--- config.mk ---
export PLATFORM = sky130hd
export DESIGN_NAME = hazard_ctrl
export DESIGN_NICKNAME = d
export VERILOG_FILES = /design/src/rtl/pipeline_pkg.sv /design/src/rtl/sat_counter.sv /design/src/rtl/hazard_ctrl.sv
export SDC_FILE = /design/constraint.sdc
export NUM_CORES = 1
export LEC_CHECK = 0
export CORE_MARGIN = 2
export CORE_UTILIZATION = 57
export DETAILED_ROUTE_END_ITERATION = 8
export GPL_TIMING_DRIVEN = 0
export PLACE_DENSITY = 0.86
export SYNTH_ARGS = -nofsm -noshare
export SYNTH_HDL_FRONTEND = slang
export SYNTH_SLANG_ARGS = --single-unit
--- constraint.sdc ---
create_clock -name clk -period 3.11 [get_ports clk]
set_input_delay 0.622 -clock clk [delete_from_list [all_inputs] [get_ports clk]]
set_output_delay 0.622 -clock clk [all_outputs]
set_load 0.02 [all_outputs]
--- src/rtl/pipeline_pkg.sv ---
// Shared pipeline definitions: hazard sequencer state encoding and register constants.
package pipeline_pkg;

  typedef enum logic [1:0] {
    BOOT     = 2'd0,
    RUN      = 2'd1,
    MEM_WAIT = 2'd2,
    ERROR    = 2'd3
  } hz_state_t;

  localparam logic [4:0] REG_X0 = 5'd0;

endpackage

--- src/rtl/sat_counter.sv ---
// Saturating up-counter with enable; holds at all-ones instead of wrapping.
module sat_counter #(
  parameter int W = 16
) (
  input  logic         clk,
  input  logic         rst_n,
  input  logic         en,
  output logic [W-1:0] cnt
);

  always_ff @(posedge clk or negedge rst_n) begin
    if (!rst_n) begin
      cnt <= '0;
    end else if (en && (cnt != '1)) begin
      cnt <= cnt + W'(1);
    end
  end

endmodule

--- src/rtl/hazard_ctrl.sv ---
// Stall/flush sequencer for the 5-stage pipeline: boot hold, load-use bubbles,
// branch flushes, data-memory freeze with timeout, and saturating event counters.
import pipeline_pkg::*;

module hazard_ctrl #(
  parameter int BOOT_CYCLES = 4,
  parameter int MEM_TIMEOUT = 255,
  parameter int CNT_W       = 16
) (
  input  logic             clk,
  input  logic             rst_n,
  input  logic             IDEX_MemoryRead,
  input  logic [4:0]       IDEX_rd,
  input  logic [4:0]       IFID_rs1,
  input  logic [4:0]       IFID_rs2,
  input  logic             branch,
  input  logic             dmem_req,
  input  logic             dmem_ack,
  output logic             PCWrite,
  output logic             IFIDWrite,
  output logic             IF_flush,
  output logic             IDEX_bubble,
  output logic             pipe_hold,
  output logic             mem_err,
  output logic [CNT_W-1:0] stall_cnt,
  output logic [CNT_W-1:0] flush_cnt,
  output hz_state_t        dbg_state
);

  localparam logic [7:0]  BOOT_LAST = 8'(BOOT_CYCLES - 1);
  localparam logic [15:0] WAIT_MAX  = 16'(MEM_TIMEOUT);

  hz_state_t   state;
  logic [7:0]  boot_cnt;
  logic [15:0] wait_cnt;
  logic        lu;
  logic        frz;
  logic        stall_inc;
  logic        flush_inc;

  // dmem_req is the valid side of the memory handshake and dmem_ack the ready
  // side: an access completes only in a cycle where both are high, so a request
  // with no ack freezes the pipe, and a dropped request ends the wait like an ack.
  assign lu  = IDEX_MemoryRead && (IDEX_rd != REG_X0) &&
               ((IDEX_rd == IFID_rs1) || (IDEX_rd == IFID_rs2));
  assign frz = dmem_req && !dmem_ack;

  assign dbg_state = state;

  always_comb begin
    PCWrite     = 1'b0;
    IFIDWrite   = 1'b0;
    IF_flush    = 1'b0;
    IDEX_bubble = 1'b0;
    pipe_hold   = 1'b0;
    stall_inc   = 1'b0;
    flush_inc   = 1'b0;
    case (state)
      BOOT: begin
        IF_flush    = 1'b1;
        IDEX_bubble = 1'b1;
      end
      RUN, MEM_WAIT: begin
        // MEM_WAIT shares the RUN priority chain; once frz is gone the ack cycle behaves like RUN.
        if (frz) begin
          pipe_hold = 1'b1;
        end else if (lu) begin
          IDEX_bubble = 1'b1;
          stall_inc   = 1'b1;
        end else if (branch) begin
          PCWrite   = 1'b1;
          IFIDWrite = 1'b1;
          IF_flush  = 1'b1;
          flush_inc = 1'b1;
        end else begin
          PCWrite   = 1'b1;
          IFIDWrite = 1'b1;
        end
      end
      default: begin
        pipe_hold = 1'b1;
      end
    endcase
  end

  always_ff @(posedge clk or negedge rst_n) begin
    if (!rst_n) begin
      state    <= BOOT;
      boot_cnt <= '0;
      wait_cnt <= '0;
      mem_err  <= 1'b0;
    end else begin
      case (state)
        BOOT: begin
          boot_cnt <= boot_cnt + 8'd1;
          if (boot_cnt == BOOT_LAST) state <= RUN;
        end
        RUN: begin
          if (frz) begin
            state    <= MEM_WAIT;
            wait_cnt <= 16'd1;
          end
        end
        MEM_WAIT: begin
          if (!frz) begin
            state    <= RUN;
            wait_cnt <= '0;
          end else if (wait_cnt == WAIT_MAX) begin
            state   <= ERROR;
            mem_err <= 1'b1;
          end else begin
            wait_cnt <= wait_cnt + 16'd1;
          end
        end
        default: begin
          state   <= ERROR;
          mem_err <= 1'b1;
        end
      endcase
    end
  end

  sat_counter #(.W(CNT_W)) u_stall_cnt (
    .clk   (clk),
    .rst_n (rst_n),
    .en    (stall_inc),
    .cnt   (stall_cnt)
  );

  sat_counter #(.W(CNT_W)) u_flush_cnt (
    .clk   (clk),
    .rst_n (rst_n),
    .en    (flush_inc),
    .cnt   (flush_cnt)
  );

endmodule

* Word-level counts from Yosys, hierarchy flattened *
Index checks and enable logic that the tools add are counted.

word-level totals
  register bits after elaboration = 59
  bits of input ports = 21
  word-level logic and storage cells = 66

operators by class
  add/sub/neg operators = 4
  eq/ne operators = 14
  mux-type cells = 26
  bitwise operators = 1
  reductions and logical operators = 15

operators with widths
  cell                                                  number
  adder 16 x 1 -> 16 bit, second input constant         3
  2-to-1 mux 16 bit                                     3
  != test 16 bit, second input constant                 2
  case mux 16 bit (2 select lines)                      1
  equality test 16 x 8 -> 1 bit, second input constant  1
  2-to-1 mux 1 bit                                      13
  equality test 5 bit                                   2
  AND reduction 3 bit                                   3
  adder 8 x 1 -> 8 bit, second input constant           1
  equality test 8 x 2 -> 1 bit, second input constant   1
  2-to-1 mux 2 bit                                      4
  != test 2 bit, second input constant                  4
  case mux 1 bit (2 select lines)                       4
  != test 3 bit, second input constant                  2
  case mux 2 bit (3 select lines)                       1
  logical AND 1 bit                                     5
  nonzero test 5 bit                                    1
  OR reduction 2 bit                                    2
  equality test 2 x 1 -> 1 bit, second input constant   1
  equality test 2 bit, second input constant            1
  zero test 2 bit                                       1
  nonzero test 2 bit                                    1
  zero test 1 bit                                       1
  logical OR 1 bit                                      1
  inverter 1 bit                                        1

* Longest topological paths before layout *
Gate-level depths: netlist of the first run.

  word-level depth = 7
  gate-level depth with buffers = 9
  mapped depth without buffers = 8

* Cells and area by module *
A second synthesis of the first run with hierarchy kept.

unflattened totals
  cell total of the unflattened synthesis = 337
  area, all modules = 3453.3 um2

by module, submodules not included
  module                     instances  cells an instance  area each (um2)  sequential area each (um2)
  hazard_ctrl                1          191                1785.5           675.6
  sat_counter (u_flush_cnt)  1          72                 859.6            400.4
  sat_counter (u_stall_cnt)  1          74                 808.3            400.4

* Worst setup path before layout of the first run *
OpenSTA, ideal clock, no wires.

  kind = in2out
  start = in IDEX_rd[1]
  end = out PCWrite
  arrival = 2123 ps
  setup slack = 365 ps
  stages on the path = 7
  path buffers = 3
  cell sequence = or4_1 o21ai_2 nand2b_4 buf_12 buf_12 and2_1 buf_4

between the ends
  longest elaborated chain between the ends = 6
  elaborated cells between the ends (all ways) = 9

RTL lines
  element                                                    line                                  source
  start: declaration                                         hazard_ctrl.sv:13                     input logic [4:0] IDEX_rd,
  equality test 5 bit or nonzero test 5 bit (tied branches)  hazard_ctrl.sv:45, hazard_ctrl.sv:44
  logical OR 1 bit or logical AND 1 bit (tied branches)      hazard_ctrl.sv:45, hazard_ctrl.sv:44
  logical AND 1 bit *                                        hazard_ctrl.sv:44                     assign lu = IDEX_MemoryRead && (IDEX_rd != REG_X0) &&
  2-to-1 mux 1 bit * (3 in a row)                            -
  end: declaration                                           hazard_ctrl.sv:19                     output logic PCWrite,

Every way passes the cells marked *; elsewhere a longest branch is shown, timed or not.

* Final worst setup path of the first run *
  start = in IDEX_rd[1]
  end = out IF_flush

between the ends
  longest elaborated chain between the ends = 6
  elaborated cells between the ends (all ways) = 9

RTL lines
  element                                                    line                                  source
  equality test 5 bit or nonzero test 5 bit (tied branches)  hazard_ctrl.sv:45, hazard_ctrl.sv:44
  logical OR 1 bit or logical AND 1 bit (tied branches)      hazard_ctrl.sv:45, hazard_ctrl.sv:44
  logical AND 1 bit *                                        hazard_ctrl.sv:44
  2-to-1 mux 1 bit *                                         hazard_ctrl.sv:67                     end else if (lu) begin
  2-to-1 mux 1 bit *                                         hazard_ctrl.sv:65                     if (frz) begin
  case mux 1 bit (2 select lines) *                          hazard_ctrl.sv:58                     case (state)
  end: declaration                                           hazard_ctrl.sv:21                     output logic IF_flush,

Marked as above.

==> results.txt, run 1 <==
summed instance area of the synthesized netlist: 3320 um^2
post-route fraction of the period consumed by the critical path: 98.0%
number of antenna violations at the first check in global routing: 0
mean instance size in the synthesized netlist: 9.87 um^2
outcome: finished clean
chip height: 80.3 um
number of buffers inserted during clock tree synthesis: 9
critical path capture point type: primary output
standard-cell row count: 27
number of ports placed on the die boundary: 61
max-cap violations: 0
Die W: 80.3 um
vias in the first global route: 2,740
power density normalized to cell area: 370 nW/um^2
Worst-Skew Late Latency: 350 ps
area growth from synthesis to layout: 27.3%
async set or reset register ratio after synthesis: 100%
most frequently used cell type in the post-synthesis netlist: sky130_fd_sc_hd__dfrtp_1
type of element launching the critical path: input pin
post-synth net total: 366
clock sink total: 59
starting DRC count in detailed routing: 171
static leakage power: 0.00177 uW
final core area utilization: 75.7%
design area: 4220 um^2
Max Clock Skew: 9.02 ps
routed via count: 2,820
share of cells above drive strength 1: 13.9%
detailed placer's ending HPWL: 5450 um
final weighted congestion in routability-driven placement: 0.845
setup repair after global routing missed its margin: no
deepest level of the CTS H-tree: 3
kind of critical path: in -> out
library cells used by synthesis: 48
maximum number of pins on one net before global-route repair: 39
Clock Path Buffers: 2
synth cell count leaders: 59 x sky130_fd_sc_hd__dfrtp_1, 39 x sky130_fd_sc_hd__xnor2_1, 29 x sky130_fd_sc_hd__nor2_1
Final setup violation count: 0
worst slew margin relative to its limit: 57.9%
worst supply voltage drop on vdd: 0.343 mV
dominant synthesized flop cell: sky130_fd_sc_hd__dfrtp_1
antenna cells: 0
CTS tree: built
Pre-Repair DR Iteration Count: 4
minimum clock period: 3050 ps
cell type with the largest total area after synthesis: sky130_fd_sc_hd__dfrtp_1
total global routing track utilization: 26.8%
Starting Density: 59.5%
clock edge transition at the registers on the reported setup and hold paths: 70 ps
IO buf count: 60
worst path required time: 2490 ps
wire per inst: 16.4 um
synth warn: 0
cells taking the most area after synthesis: sky130_fd_sc_hd__dfrtp_1 45%, sky130_fd_sc_hd__xnor2_1 10%, sky130_fd_sc_hd__nand3_1 4.1%
core area: 5570 um^2
count of nets left with antenna violations after detail routing: 0
Die Area: 6440 um^2
cells after synthesis: 336
total wirelength of the detailed-routed design: 7990 um
placed inst area: 4020 um^2
sequential element share of the synthesized area: 44.5%
Seq cells post-synth: 59
final hold violation count: 0
first-pass GRT wire length: 13,100 um
via-per-instance ratio: 5.78
Achievable Freq: 0.328 GHz
Slew @ Worst Pin: 627 ps
worst path arrival time: 2430 ps
number of buffers inserted for hold repair after clock tree synthesis: 0
Final Slew Violations: 0
total number of nets in the final design: 441
Post-synth EDFFs: 0
path class of the lowest-slack min-delay path: in -> async
Root Buffer: sky130_fd_sc_hd__clkbuf_8
GRT Residual Overflow: 0
portion of synthesized cell area occupied by the leading cell type: 44.5%
post-route DRC violation count: 0
number of filler cells placed in the layout: 395
CP max FO: 10
critical path: stages:
cell and delay (ps):
sky130_fd_sc_hd__dlygate4sd2_1 280, sky130_fd_sc_hd__or4_4 550, sky130_fd_sc_hd__o21ai_2 150, sky130_fd_sc_hd__nand2b_4 170, sky130_fd_sc_hd__buf_12 130, sky130_fd_sc_hd__buf_12 130, sky130_fd_sc_hd__a21oi_1 60, sky130_fd_sc_hd__nor2_1 140
sky130_fd_sc_hd__buf_2 190
per-stage QoR:
stage | instances | TNS (ps) | total power [uW] | setup slack, ps | hold WS (ps)
after detailed placement | 469 | -2380 | 884 | -669 | 468
final | 488 | 0 | 1560 | 62.3 | 251
after global placement | 468 | -26530 | 879 | -638 | 465
after global routing | 488 | 0 | 1610 | 12.6 | 284
after floorplan | 336 | 0 | 825 | 365 | 326
after CTS | 488 | 0 | 1570 | 0.525 | 265
worst paths after layout:
check / startpoint / end / slack [ps] / cells after the start
worst max-delay path: IDEX_rd[1] / IF_flush / 60 / 9
worst min-delay path: rst_n / u_stall_cnt.cnt[2] / 250 / 1
worst max register to register: dbg_state[0] / wait_cnt[0] / 630 / 7
worst min register to register: mem_err / mem_err / 480 / 1
max in group asynchronous: rst_n / u_flush_cnt.cnt[5] / 2280 / 2
min in group clk: mem_err / mem_err / 480 / 1
registers in the layout, indices dropped and copies added, names as in the netlist:
signal	cells
boot_cnt	8
dbg_state	2
mem_err	1
u_flush_cnt.cnt	16
u_stall_cnt.cnt	16
wait_cnt	16
final cells by class:
cell class,count,area [um^2],share of cell area [%]
plain buffers,10,76.3,1.81
clock buffers,11,141,3.35
clock inverters,5,52.6,1.24
inverters,9,33.8,0.800
multi-input cells,258,1730,41.1
flip-flops and latches,59,1480,35.0
well taps,72,90.1,2.13
repair buffers,64,617,14.6
routing by layer:
metal	part of all wire, %	vias to the layer above	global-route usage, %
met5	0	-	0
met4	2.7	0	12.0
met3	6.3	25	8.99
met2	51	103	44.1
met1	40	1357	31.7
li1	-	1335	-
cell usage in the layout (no fill, tap or decap), types with 2 or more instances in the layout:
cell type | synthesis | routed
sky130_fd_sc_hd__buf_12 | 2 | 3
sky130_fd_sc_hd__nand4b_1 | 2 | 2
sky130_fd_sc_hd__nor3_1 | 10 | 10
sky130_fd_sc_hd__nor4_1 | 6 | 6
sky130_fd_sc_hd__dlygate4sd2_1 | 0 | 5
sky130_fd_sc_hd__o21a_1 | 2 | 2
sky130_fd_sc_hd__nor4_2 | 3 | 3
sky130_fd_sc_hd__dfrtp_1 | 59 | 59
sky130_fd_sc_hd__or2_2 | 2 | 2
sky130_fd_sc_hd__nand4_1 | 11 | 11
sky130_fd_sc_hd__a21oi_1 | 9 | 9
sky130_fd_sc_hd__xor2_1 | 10 | 10
sky130_fd_sc_hd__o21ai_0 | 14 | 14
sky130_fd_sc_hd__clkbuf_8 | 0 | 10
sky130_fd_sc_hd__and2_1 | 4 | 4
sky130_fd_sc_hd__and3_1 | 11 | 11
sky130_fd_sc_hd__ha_1 | 9 | 9
sky130_fd_sc_hd__nand2_1 | 28 | 28
sky130_fd_sc_hd__o31ai_1 | 2 | 2
sky130_fd_sc_hd__buf_4 | 1 | 5
sky130_fd_sc_hd__mux2_2 | 7 | 7
sky130_fd_sc_hd__inv_1 | 9 | 9
sky130_fd_sc_hd__clkbuf_2 | 0 | 2
sky130_fd_sc_hd__a31oi_1 | 2 | 2
sky130_fd_sc_hd__nand3_1 | 27 | 27
sky130_fd_sc_hd__nor2_1 | 29 | 29
sky130_fd_sc_hd__clkinv_2 | 0 | 3
sky130_fd_sc_hd__clkdlybuf4s50_1 | 0 | 49
sky130_fd_sc_hd__nand3_2 | 5 | 5
sky130_fd_sc_hd__mux2i_1 | 2 | 2
sky130_fd_sc_hd__xnor2_1 | 39 | 39
sky130_fd_sc_hd__clkbuf_1 | 6 | 6
sky130_fd_sc_hd__nand2_2 | 2 | 2
sky130_fd_sc_hd__or3_1 | 4 | 4
sky130_fd_sc_hd__buf_2 | 1 | 4
power breakdown:
part / internal (uW) / switching (uW) / leakage [uW] / total (uW)
Combinational: 48.4 / 47.3 / 0.000881 / 95.7
Sequential: 770 / 4.40 / 0.000788 / 775
Clock: 387 / 304 / 0.0000991 / 691
Total: 1210 / 355 / 0.00177 / 1560
repair_timing:
| item | CTS | global route |
|---|---|---|
| setup buffers | 3 | 0 |
| pin swaps | 2 | 4 |
| gates resized for setup | 19 | 5 |
| endpoints found under the setup margin | 4 | 5 |
cells by family after synthesis:
logic type | share of synthesized area [%]
flops | 44.5
buf+inv | 3.28
simple gates | 24.5
compound gates | 8.38
fa+ha+maj | 3.40
xor+xnor | 12.9
mux | 2.98
Note: power is estimated with default switching activity, not from simulation.
==> inputs of run 2 (changes only) <==
CTS_CLUSTER_SIZE = 24   (was unset)
==> results of run 2 <==
Same layout as run 1: the final DEF is identical, and so are final timing and power.
